`src/rtl/nes_alu_pkg.sv`:
```
// nes_alu_pkg: shared types and constants for the
// sequential NES ALU and its BCD nibble stage.
package nes_alu_pkg;

  typedef enum logic [2:0] {
    FN_OR    = 3'b000,
    FN_AND   = 3'b001,
    FN_XOR   = 3'b010,
    FN_ADC   = 3'b011,
    FN_SBC   = 3'b100,
    FN_CMP   = 3'b101,
    FN_BIT   = 3'b110,
    FN_PASSB = 3'b111
  } alu_funct_e;

  typedef enum logic [1:0] {
    OPB_SHR = 2'b00,
    OPB_SHL = 2'b01,
    OPB_INC = 2'b10,
    OPB_DEC = 2'b11
  } alu_opb_funct_e;

  typedef enum logic [1:0] {
    ST_IDLE = 2'b00,
    ST_DADJ = 2'b01,
    ST_DONE = 2'b10
  } alu_state_e;

  localparam logic [3:0] BCD_ADJ = 4'd6;
  localparam logic [3:0] BCD_MAX = 4'd9;

endpackage

```
`src/rtl/nes_alu_seq_bcd.sv`:
```
// nes_bcd_nibble: one decimal digit of BCD add/subtract.
// cin/cout are carry for add, borrow for subtract.
module nes_bcd_nibble
  import nes_alu_pkg::*;
(
  input  logic [3:0] a,
  input  logic [3:0] b,
  input  logic       cin,
  input  logic       sub,
  output logic [3:0] digit,
  output logic       cout
);

  logic [4:0] s;

  // 5-bit raw sum/difference, then decimal correction mod 16
  always_comb begin
    s     = '0;
    cout  = 1'b0;
    digit = '0;
    if (!sub) begin
      s     = {1'b0, a} + {1'b0, b} + {4'b0, cin};
      cout  = (s > {1'b0, BCD_MAX});
      digit = cout ? (s[3:0] + BCD_ADJ) : s[3:0];
    end else begin
      s     = {1'b0, a} - {1'b0, b} - {4'b0, cin};
      cout  = s[4];
      digit = cout ? (s[3:0] - BCD_ADJ) : s[3:0];
    end
  end

endmodule

```
`src/rtl/nes_alu_seq.sv`:
```
// nes_alu_seq: registered ALU with serial BCD adjust
// and valid/ready handshakes on request and response.
module nes_alu_seq
  import nes_alu_pkg::*;
#(
  parameter int NumB  = 8,
  parameter bit DecEn = 1'b1
) (
  input  logic            clk,
  input  logic            rst,
  input  logic            req_valid,
  output logic            req_ready,
  input  logic [NumB-1:0] OpA,
  input  logic [NumB-1:0] OpB,
  input  logic [2:0]      ALU_Funct,
  input  logic            ALU_OpB_FunctEn,
  input  logic [1:0]      ALU_OpB_Funct,
  input  logic            Cin,
  input  logic            DecMode,
  output logic            rsp_valid,
  input  logic            rsp_ready,
  output logic [NumB-1:0] ALU_Rslt,
  output logic            NFlg,
  output logic            ZFlg,
  output logic            VFlg,
  output logic            CFlg
);

  localparam int NumDig = NumB / 4;
  localparam int NibW   = (NumDig > 2) ? $clog2(NumDig) : 1;

  if ((NumB % 4) != 0 || NumB < 8) begin : gBadNumB
    $error("NumB must be a multiple of 4 and at least 8");
  end

  alu_funct_e     fn;
  alu_opb_funct_e ofn;
  alu_state_e     state;

  logic [NumB-1:0] opBp;
  logic            cs;
  logic [NumB:0]   sum;
  logic [NumB-1:0] binR;
  logic            binN, binZ, binV, binC;
  logic            accept, isDec;

  logic [NibW-1:0] nib;
  logic [NumB-1:0] aReg, bReg, decR, decRes;
  logic            carry, subOp, vDec;
  logic [3:0]      digit;
  logic            cout;

  assign fn  = alu_funct_e'(ALU_Funct);
  assign ofn = alu_opb_funct_e'(ALU_OpB_Funct);

  assign req_ready = (state == ST_IDLE) ||
                     (state == ST_DONE && rsp_ready);
  assign accept    = req_valid && req_ready;
  assign isDec     = DecEn && DecMode &&
                     (fn == FN_ADC || fn == FN_SBC);

  // OpB pre-op followed by the single-cycle binary ops
  always_comb begin
    opBp = OpB;
    cs   = 1'b0;
    if (ALU_OpB_FunctEn) begin
      unique case (1'b1)
        (ofn == OPB_SHR): {opBp, cs} = {Cin, OpB};
        (ofn == OPB_SHL): {cs, opBp} = {OpB, Cin};
        (ofn == OPB_INC): {cs, opBp} = {1'b0, OpB} + 1'b1;
        (ofn == OPB_DEC): {cs, opBp} = {1'b0, OpB} - 1'b1;
        default: ;
      endcase
    end
    sum  = '0;
    binR = '0;
    binC = cs;
    binV = 1'b0;
    unique case (1'b1)
      (fn == FN_OR):  binR = OpA | opBp;
      (fn == FN_AND): binR = OpA & opBp;
      (fn == FN_XOR): binR = OpA ^ opBp;
      (fn == FN_ADC): begin
        sum  = {1'b0, OpA} + {1'b0, opBp} + {{NumB{1'b0}}, Cin};
        binR = sum[NumB-1:0];
        binC = sum[NumB];
        binV = (OpA[NumB-1] == opBp[NumB-1]) &&
               (binR[NumB-1] != OpA[NumB-1]);
      end
      (fn == FN_SBC): begin
        sum  = {1'b0, OpA} + {1'b0, ~opBp} + {{NumB{1'b0}}, Cin};
        binR = sum[NumB-1:0];
        binC = sum[NumB];
        binV = (OpA[NumB-1] != opBp[NumB-1]) &&
               (binR[NumB-1] != OpA[NumB-1]);
      end
      (fn == FN_CMP): begin
        sum  = {1'b0, OpA} - {1'b0, opBp};
        binR = sum[NumB-1:0];
        binC = ~sum[NumB];
      end
      (fn == FN_BIT): begin
        binR = OpA & opBp;
        binV = opBp[NumB-2];
      end
      (fn == FN_PASSB): binR = opBp;
      default: ;
    endcase
    binN = (fn == FN_BIT) ? opBp[NumB-1] : binR[NumB-1];
    binZ = (binR == '0);
  end

  nes_bcd_nibble uNib (
    .a     (aReg[3:0]),
    .b     (bReg[3:0]),
    .cin   (carry),
    .sub   (subOp),
    .digit (digit),
    .cout  (cout)
  );

  assign decRes = {digit, decR[NumB-1:4]};

  // Control FSM with registered response and flags
  always_ff @(posedge clk) begin
    if (rst) begin
      state     <= ST_IDLE;
      rsp_valid <= 1'b0;
      ALU_Rslt  <= '0;
      NFlg      <= 1'b0;
      ZFlg      <= 1'b1;
      VFlg      <= 1'b0;
      CFlg      <= 1'b0;
      nib       <= '0;
      aReg      <= '0;
      bReg      <= '0;
      decR      <= '0;
      carry     <= 1'b0;
      subOp     <= 1'b0;
      vDec      <= 1'b0;
    end else if (state == ST_DADJ) begin
      aReg  <= aReg >> 4;
      bReg  <= bReg >> 4;
      carry <= cout;
      decR  <= decRes;
      nib   <= nib + NibW'(1);
      if (nib == NibW'(NumDig - 1)) begin
        state     <= ST_DONE;
        rsp_valid <= 1'b1;
        ALU_Rslt  <= decRes;
        NFlg      <= decRes[NumB-1];
        ZFlg      <= (decRes == '0);
        VFlg      <= vDec;
        CFlg      <= subOp ? ~cout : cout;
      end
    end else if (accept) begin
      if (isDec) begin
        state     <= ST_DADJ;
        rsp_valid <= 1'b0;
        nib       <= '0;
        aReg      <= OpA;
        bReg      <= opBp;
        decR      <= '0;
        subOp     <= (fn == FN_SBC);
        carry     <= (fn == FN_SBC) ? ~Cin : Cin;
        vDec      <= binV;
      end else begin
        state     <= ST_DONE;
        rsp_valid <= 1'b1;
        ALU_Rslt  <= binR;
        NFlg      <= binN;
        ZFlg      <= binZ;
        VFlg      <= binV;
        CFlg      <= binC;
      end
    end else if (state == ST_DONE && rsp_ready) begin
      state     <= ST_IDLE;
      rsp_valid <= 1'b0;
    end
  end

endmodule

```
`config.mk`:
```
export PLATFORM = sky130hd
export DESIGN_NAME = nes_alu_seq
export DESIGN_NICKNAME = d
export VERILOG_FILES = /design/src/rtl/nes_alu_pkg.sv /design/src/rtl/nes_alu_seq_bcd.sv /design/src/rtl/nes_alu_seq.sv
export SDC_FILE = /design/constraint.sdc
export NUM_CORES = 1
export LEC_CHECK = 0
export CORE_MARGIN = 2
export CORE_UTILIZATION = 45
export CTS_CLUSTER_SIZE = 24
export DETAILED_ROUTE_END_ITERATION = 10
export PLACE_DENSITY = 0.67
export SETUP_SLACK_MARGIN = 0.2
export SYNTH_ARGS = -nofsm -noshare
export SYNTH_HDL_FRONTEND = slang
export SYNTH_HIERARCHICAL = 1
export SYNTH_SLANG_ARGS = --single-unit
```
`constraint.sdc`:
```
create_clock -name clk -period 9.1 [get_ports clk]
set_clock_uncertainty 0.2 [all_clocks]
set_input_delay 0.91 -clock clk [delete_from_list [all_inputs] [get_ports clk]]
set_output_delay 0.91 -clock clk [all_outputs]
set_load 0.05 [all_outputs]
```
# Word level (Yosys, flattened, before mapping)
# Cells that the tools add are included.
totals:
  in_bits: 28
  word_cells: 138
  output_inout_bits: 14
  regBits: 43
classes:
  order_cmp: 1
  bitwise_logic: 8
  muxes: 59
  n_addsub: 14
  eq_ne: 18
  reduce_logical: 22
ops:
  columns: ["operator", "n"]
  rows:
  - ["2-to-1 mux 8 bit", 8]
  - ["one-hot mux 8 bit (7 select lines)", 1]
  - ["2-to-1 mux 4 bit", 9]
  - ["2-to-1 mux 1 bit", 32]
  - ["one-hot mux 8 bit (4 select lines)", 1]
  - ["adder 8 x 8 -> 9 bit", 2]
  - ["adder 9 x 1 -> 9 bit", 2]
  - ["logical NOT 8 bit", 2]
  - ["== test 3 bit, second input constant", 4]
  - ["2-to-1 mux 2 bit", 5]
  - ["adder 8 x 1 -> 9 bit, second input constant", 1]
  - ["subtractor 8 x 1 -> 9 bit, second input constant", 1]
  - ["subtractor 8 x 8 -> 9 bit", 1]
  - ["bitwise AND 8 bit", 1]
  - ["NOT 8 bit", 1]
  - ["OR 8 bit", 1]
  - ["bitwise XOR 8 bit", 1]
  - ["== test 2 bit, second input constant", 3]
  - ["== test 3 x 2 -> 1 bit, second input constant", 2]
  - ["one-hot mux 1 bit (3 select lines)", 2]
  - ["AND reduction 2 bit", 3]
  - ["AND reduction 3 bit", 2]
  - ["adder 4 x 4 -> 5 bit", 1]
  - ["adder 5 x 1 -> 5 bit", 1]
  - ["other kinds (21)", 35]

# Longest topological paths before layout
depth:
  ltp_word: 12
  mapped_depth: 16
  depth_no_buf: 15

# Modules after synthesis
# The synthesis kept the hierarchy.
modules_own_cells:
  columns: ["module", "cells_each", "n_inst", "area_each_um2"]
  rows:
  - ["nes_alu_seq", 526, 1, 3957.5]
  - ["nes_bcd_nibble", 72, 1, 579.3]

# Least setup slack after synthesis
# Ideal clock, no wire load.
synth_timing:
  path_type: "input-to-reg"
  from: "input ALU_OpB_Funct[0]"
  to: "register ALU_Rslt[6]"
  path_buffers: 2
  cell_stages: 15
  path_slack_ns: 4.655
  arrival_ns: 4.128
  setup_time_ns: 0.117
  cell_sequence: "buf_4 > buf_2 > mux2_1 > o211ai_1 > and2_1 > inv_1 > fa_1 > fa_1 > nor3_1 > nor4_1 > o41ai_2 > xnor2_1 > a2111oi_4 > nand2_1 > a32o_1"
synth_via:
  elab_chain_cells: 10
  elab_cells_between_ends: 19
  classes_between: "add/sub (5); eq/ne (3); mux (6); bitwise (4); reduce/logical (1)"
synth_rtl:
  columns: ["element", "line_no", "text"]
  rows:
  - ["start: declaration", "nes_alu_seq.sv:17", "input logic [1:0] ALU_OpB_Funct,"]
  - ["== test 2 bit (tied with other cells)", "nes_alu_seq.sv:71", "(ofn == OPB_DEC): {cs, opBp} = {1'b0, OpB} - 1'b1;"]
  - ["one-hot mux 8 bit (4 select lines) *", "nes_alu_seq.sv:67", "unique case (1'b1)"]
  - ["2-to-1 mux 8 bit *", "nes_alu_seq.sv:66", "if (ALU_OpB_FunctEn) begin"]
  - ["NOT 8 bit", "nes_alu_seq.sv:91", "sum = {1'b0, OpA} + {1'b0, ~opBp} + {{NumB{1'b0}}, Cin};"]
  - ["adder 8 x 8 -> 9 bit", "nes_alu_seq.sv:91", null]
  - ["adder 9 x 1 -> 9 bit", "nes_alu_seq.sv:91", null]
  - ["one-hot mux 8 bit (7 select lines) *", "nes_alu_seq.sv:79", "unique case (1'b1)"]
  - ["2-to-1 mux 8 bit *", "nes_alu_seq.sv:157", "if (isDec) begin"]
  - ["2-to-1 mux 8 bit *", "nes_alu_seq.sv:156", "end else if (accept) begin"]
  - ["2-to-1 mux 8 bit *", "nes_alu_seq.sv:141", "end else if (state == ST_DADJ) begin"]
  - ["end signal: assignment", "nes_alu_seq.sv:150", "ALU_Rslt <= decRes;"]
  - ["end signal: assignment", "nes_alu_seq.sv:170", "ALU_Rslt <= binR;"]
  - ["end: declaration", "nes_alu_seq.sv:22", "output logic [NumB-1:0] ALU_Rslt,"]
# Every way passes the cells marked *; elsewhere a longest branch is shown, timed or not. The select of a mux whose other input is x is not followed.
# A chain may end at the register's enable or synchronous reset.

# Worst setup path after layout
layout_timing:
  from: "input ALU_OpB_Funct[0]"
  to: "register ZFlg"
layout_via:
  elab_chain_cells: 11
  elab_cells_between_ends: 20
  classes_between: "add/sub (5); eq/ne (3); mux (6); bitwise (4); reduce/logical (2)"
layout_rtl:
  columns: ["element", "line_no", "text"]
  rows:
  - ["== test 2 bit (tied with other cells)", "nes_alu_seq.sv:71", null]
  - ["one-hot mux 8 bit (4 select lines) *", "nes_alu_seq.sv:67", null]
  - ["2-to-1 mux 8 bit *", "nes_alu_seq.sv:66", null]
  - ["NOT 8 bit", "nes_alu_seq.sv:91", null]
  - ["adder 8 x 8 -> 9 bit", "nes_alu_seq.sv:91", null]
  - ["adder 9 x 1 -> 9 bit", "nes_alu_seq.sv:91", null]
  - ["one-hot mux 8 bit (7 select lines) *", "nes_alu_seq.sv:79", null]
  - ["logical NOT 8 bit *", "nes_alu_seq.sv:110", "binZ = (binR == '0);"]
  - ["2-to-1 mux 1 bit *", "nes_alu_seq.sv:157", null]
  - ["2-to-1 mux 1 bit *", "nes_alu_seq.sv:156", null]
  - ["2-to-1 mux 1 bit *", "nes_alu_seq.sv:141", null]
  - ["end signal: assignment", "nes_alu_seq.sv:152", "ZFlg <= (decRes == '0);"]
  - ["end signal: assignment", "nes_alu_seq.sv:172", "ZFlg <= binZ;"]
  - ["end: declaration", "nes_alu_seq.sv:24", "output logic ZFlg,"]
# Marks and branches as above.

==> summary.txt <==
Status
  – Status: finished, final reports clean

CTS
  – Root buffer cell: sky130_fd_sc_hd__clkbuf_8
  – Clock tree from TritonCTS: yes
  – Clock buffer depth: 2
  – Number of sinks driven by the clock tree: 38
  – Post_cts resized: 0
  – Number of buffers inserted for hold repair after clock tree synthesis: 0
  – CTS Buf Count: 5
  – Post-CTS repair timing setup buffer count: 0
  – Post-CTS clock slew at the launch and capture registers of the worst setup and hold paths: 0.08 ns
  – Insertion delay of the later-clocked pin in the worst-skew pair: 0.29 ns
  – Total number of H-tree levels: 2

Finish
  – Area occupied by multi-input gates: 0.00342 sq mm
  – Net count, final: 686
  – Synth-to-Final Area Change: 11.7%
  – Antenna Cells: 0
  – Fraction of layout instances using a drive strength above 1: 0.0735
  – FF/Latch Area: 761 sq um
  – Number of fillers in the final layout: 972

Worst setup path
  – Launch point of the critical path: ALU_OpB_Funct[0]
  – Worst R2R End: ZFlg
  – WP data arrival: 5.43 ns
  – Biggest cell delay along the critical path: 1.02 ns
  – Startpoint of the worst-slack reg-to-reg timing path: aReg[0]
  – Setup slack, reg-to-reg: 5.50 ns
  – Class of the most critical setup path: in2reg
  – Cell with the biggest individual delay on the critical path: sky130_fd_sc_hd__clkdlybuf4s50_1
  – Startpoint types: input pin
  – Required arrival time at the worst endpoint: 9.11 ns
  – Number of cells on the worst reg-to-reg path: 11
  – Critical path peak fanout: 23
  – Crit end category: flip-flop
  – Termination of the worst setup path: ZFlg
  – Worst path cell trace: clkdlybuf4s50_1, or4b_1, a2111o_1, nand3_2, inv_1, ha_1, nor3_1, nor3_1, xnor2_1, a311oi_1, a2111oi_1, nand4_1, o31ai_2
  – Critical path's most frequent cell: sky130_fd_sc_hd__nor3_1

Routing
  – Number of detailed-routing iterations run before antenna repair: 5
  – DRC violation total after the first TritonRoute iteration: 301
  – Routed via count divided by cell count: 6.14
  – Number of nets still failing antenna checks after routing: 0
  – Post-DR wirelength/cell: 18.1 um
  – Overall via count from detail_route: 4571
  – DRC violations left: 0
  – Total Routed Length: 13500 um

Timing
  – Final setup violation count: 0
  – Total Negative Setup Slacks: 0 ns
  – Pins over their slew limit: 0
  – Fin crit share: 0.596
  – Worst Hold Slack: 0.256 ns
  – Setup repair after global routing missed its margin: false
  – Slew at the pin closest to its max-slew limit: 1.07 ns
  – Max Clk Rate: 184 MHz
  – Slew HR: 0.283
  – Final period demand of the worst path: 5.43 ns
  – Final count of hold timing violations: 0

Die
  – Site Rows: 36
  – Top Ports: 42
  – Core Area: 0.00977 sq mm
  – Area of the die: 0.0109 sq mm
  – Die W: 104 um
  – Overall die height: 104 um
  – Initial standard-cell utilization of the core: 0.464

Place
  – HPWL after DPL: 10200 um
  – Input/output buffers: 41
  – RePlAce Congestion: 0.948

Logic synthesis
  – Number of enable-type register cells in the synthesized netlist: 0
  – Combinational family with the most area after synthesis: compound AO/OA/AOI/OAI gates
  – Cell taking the most area after synthesis: sky130_fd_sc_hd__dfxtp_1
  – Synth Area in Adders: 0.145
  – Area of the mapped netlist: 0.00454 sq mm
  – Commonest register cell after synthesis: sky130_fd_sc_hd__dfxtp_1
  – Simple-gate share of the synthesized area: 0.245
  – Number of warnings issued by yosys: 6
  – Proportion of synthesized flip-flops having asynchronous set or reset: 0
  – Top-count cell post-synth: sky130_fd_sc_hd__nand2_1
  – Fraction of the mapped netlist area in compound gates: 0.276
  – Fraction of synthesized cell area taken by the top area cell type: 0.168
  – Synth Area in XOR/XNOR: 0.0270
  – Average size of a mapped cell: 7.59 sq um
  – Synth unique cells: 88
  – Number of nets in the synthesized netlist: 673
  – Mux cell area share after synthesis: 0.0598
  – Dominant cells by area after synthesis: sky130_fd_sc_hd__dfxtp_1 (17%), sky130_fd_sc_hd__ha_1 (10%), sky130_fd_sc_hd__a21oi_1 (5.2%)
  – Syn Inst Count: 598
  – Ranking of synthesized cells by instance count: sky130_fd_sc_hd__nand2_1 (57), sky130_fd_sc_hd__nor2_1 (55), sky130_fd_sc_hd__a21oi_1 (47)
  – Number of register bits inferred by synthesis: 38
  – Sequential area share after synthesis: 0.168

Global route
  – Gr ovfl total: 0
  – Aggregate global-route resource usage: 0.240
  – First-pass GRT wire length: 21300 um
  – Pin count of the biggest net entering global routing: 32
  – Antenna violations before repair: 0
  – Vias in the first global route: 4197

Power and ir drop
  – Peak supply drop: 87.7 uV
  – Leakage power summed over all cells: 1.97 nW
  – Pwr dens: 118 mW/mm^2

Hold path
  – Type of the worst min-delay path: reg2reg

Run
  – Max-cap violations: 0
## cell usage in the layout, fill, tap and decap left out, drive strengths merged, types with 17 or more instances in the layout
cell type	n
o21ai	27
mux2i	17
clkdlybuf4s50	41
nor3	25
a21oi	49
ha	38
nand2	57
dfxtp	38
inv	44
nor2	55
## worst min path at each step
stage,cells past startpoint,to,startpoint
finish,2,ALU_Rslt[3],ALU_Rslt[3]
global route,2,aReg[6],aReg[6]
CTS,2,aReg[4],aReg[4]
detailed placement,2,ALU_Rslt[3],ALU_Rslt[3]
global placement,2,ALU_Rslt[3],ALU_Rslt[3]
floorplan,2,aReg[4],aReg[4]
## layer usage
| layer | up-vias | routed length, um | track usage |
|---|---|---|---|
| met1 | 2185 | 5990 | 0.310 |
| met3 | 21 | 789 | 0.0395 |
| met4 | 0 | 336 | 0.0772 |
| met2 | 166 | 6350 | 0.406 |
| met5 | - | 0 | 0 |
| li1 | 2199 | - | - |
## critical path, delay by kind of cell
family,cells,cell delay [ns]
compound gates,4,1.34
buf+inv,2,1.10
fa+ha+maj,1,0.72
simple gates,5,1.19
xor+xnor,1,0.15
## flip-flops by register name, summed over array words and instances, names as in the netlist, 2 cells and up
signal,cells
aReg,8
ALU_Rslt,8
state,2
bReg,8
decR,4
## final cells by class
cell class                 instances  area share
inverter                          46      0.0341
tap                              133      0.0328
timing repair buffer              45      0.0869
multi-input combinational        475       0.674
clock inverter                     2     0.00741
sequential                        38       0.150
clock buffer                       6      0.0143
## through the flow
step,setup slack [ns],instance area (sq um),total power [mW],utilization,instances
floorplan,4.65,4540,0.380,-,598
global placement,3.64,4960,0.448,0.507,737
detailed placement,3.49,4960,0.452,0.507,737
CTS,3.77,5070,0.595,0.519,745
global route,3.28,5070,0.631,0.519,745
finish,3.67,5070,0.598,0.519,745
## report_power, final
group | internal [mW] | total, mW | switching, mW
Combinational | 0.104 | 0.273 | 0.169
Sequential | 0.175 | 0.180 | 0.00583
Clock | 0.0818 | 0.144 | 0.0626
## logic make-up after synthesis
logic type / Yosys count
AND/OR/NAND/NOR: 213
AO/OA/AOI/OAI: 176
buffers and inverters: 85
adder cells (fa/ha/maj): 47
flip-flops: 38
multiplexers: 25
XOR/XNOR: 14
No activity file was read; power rests on OpenSTA's default activity.
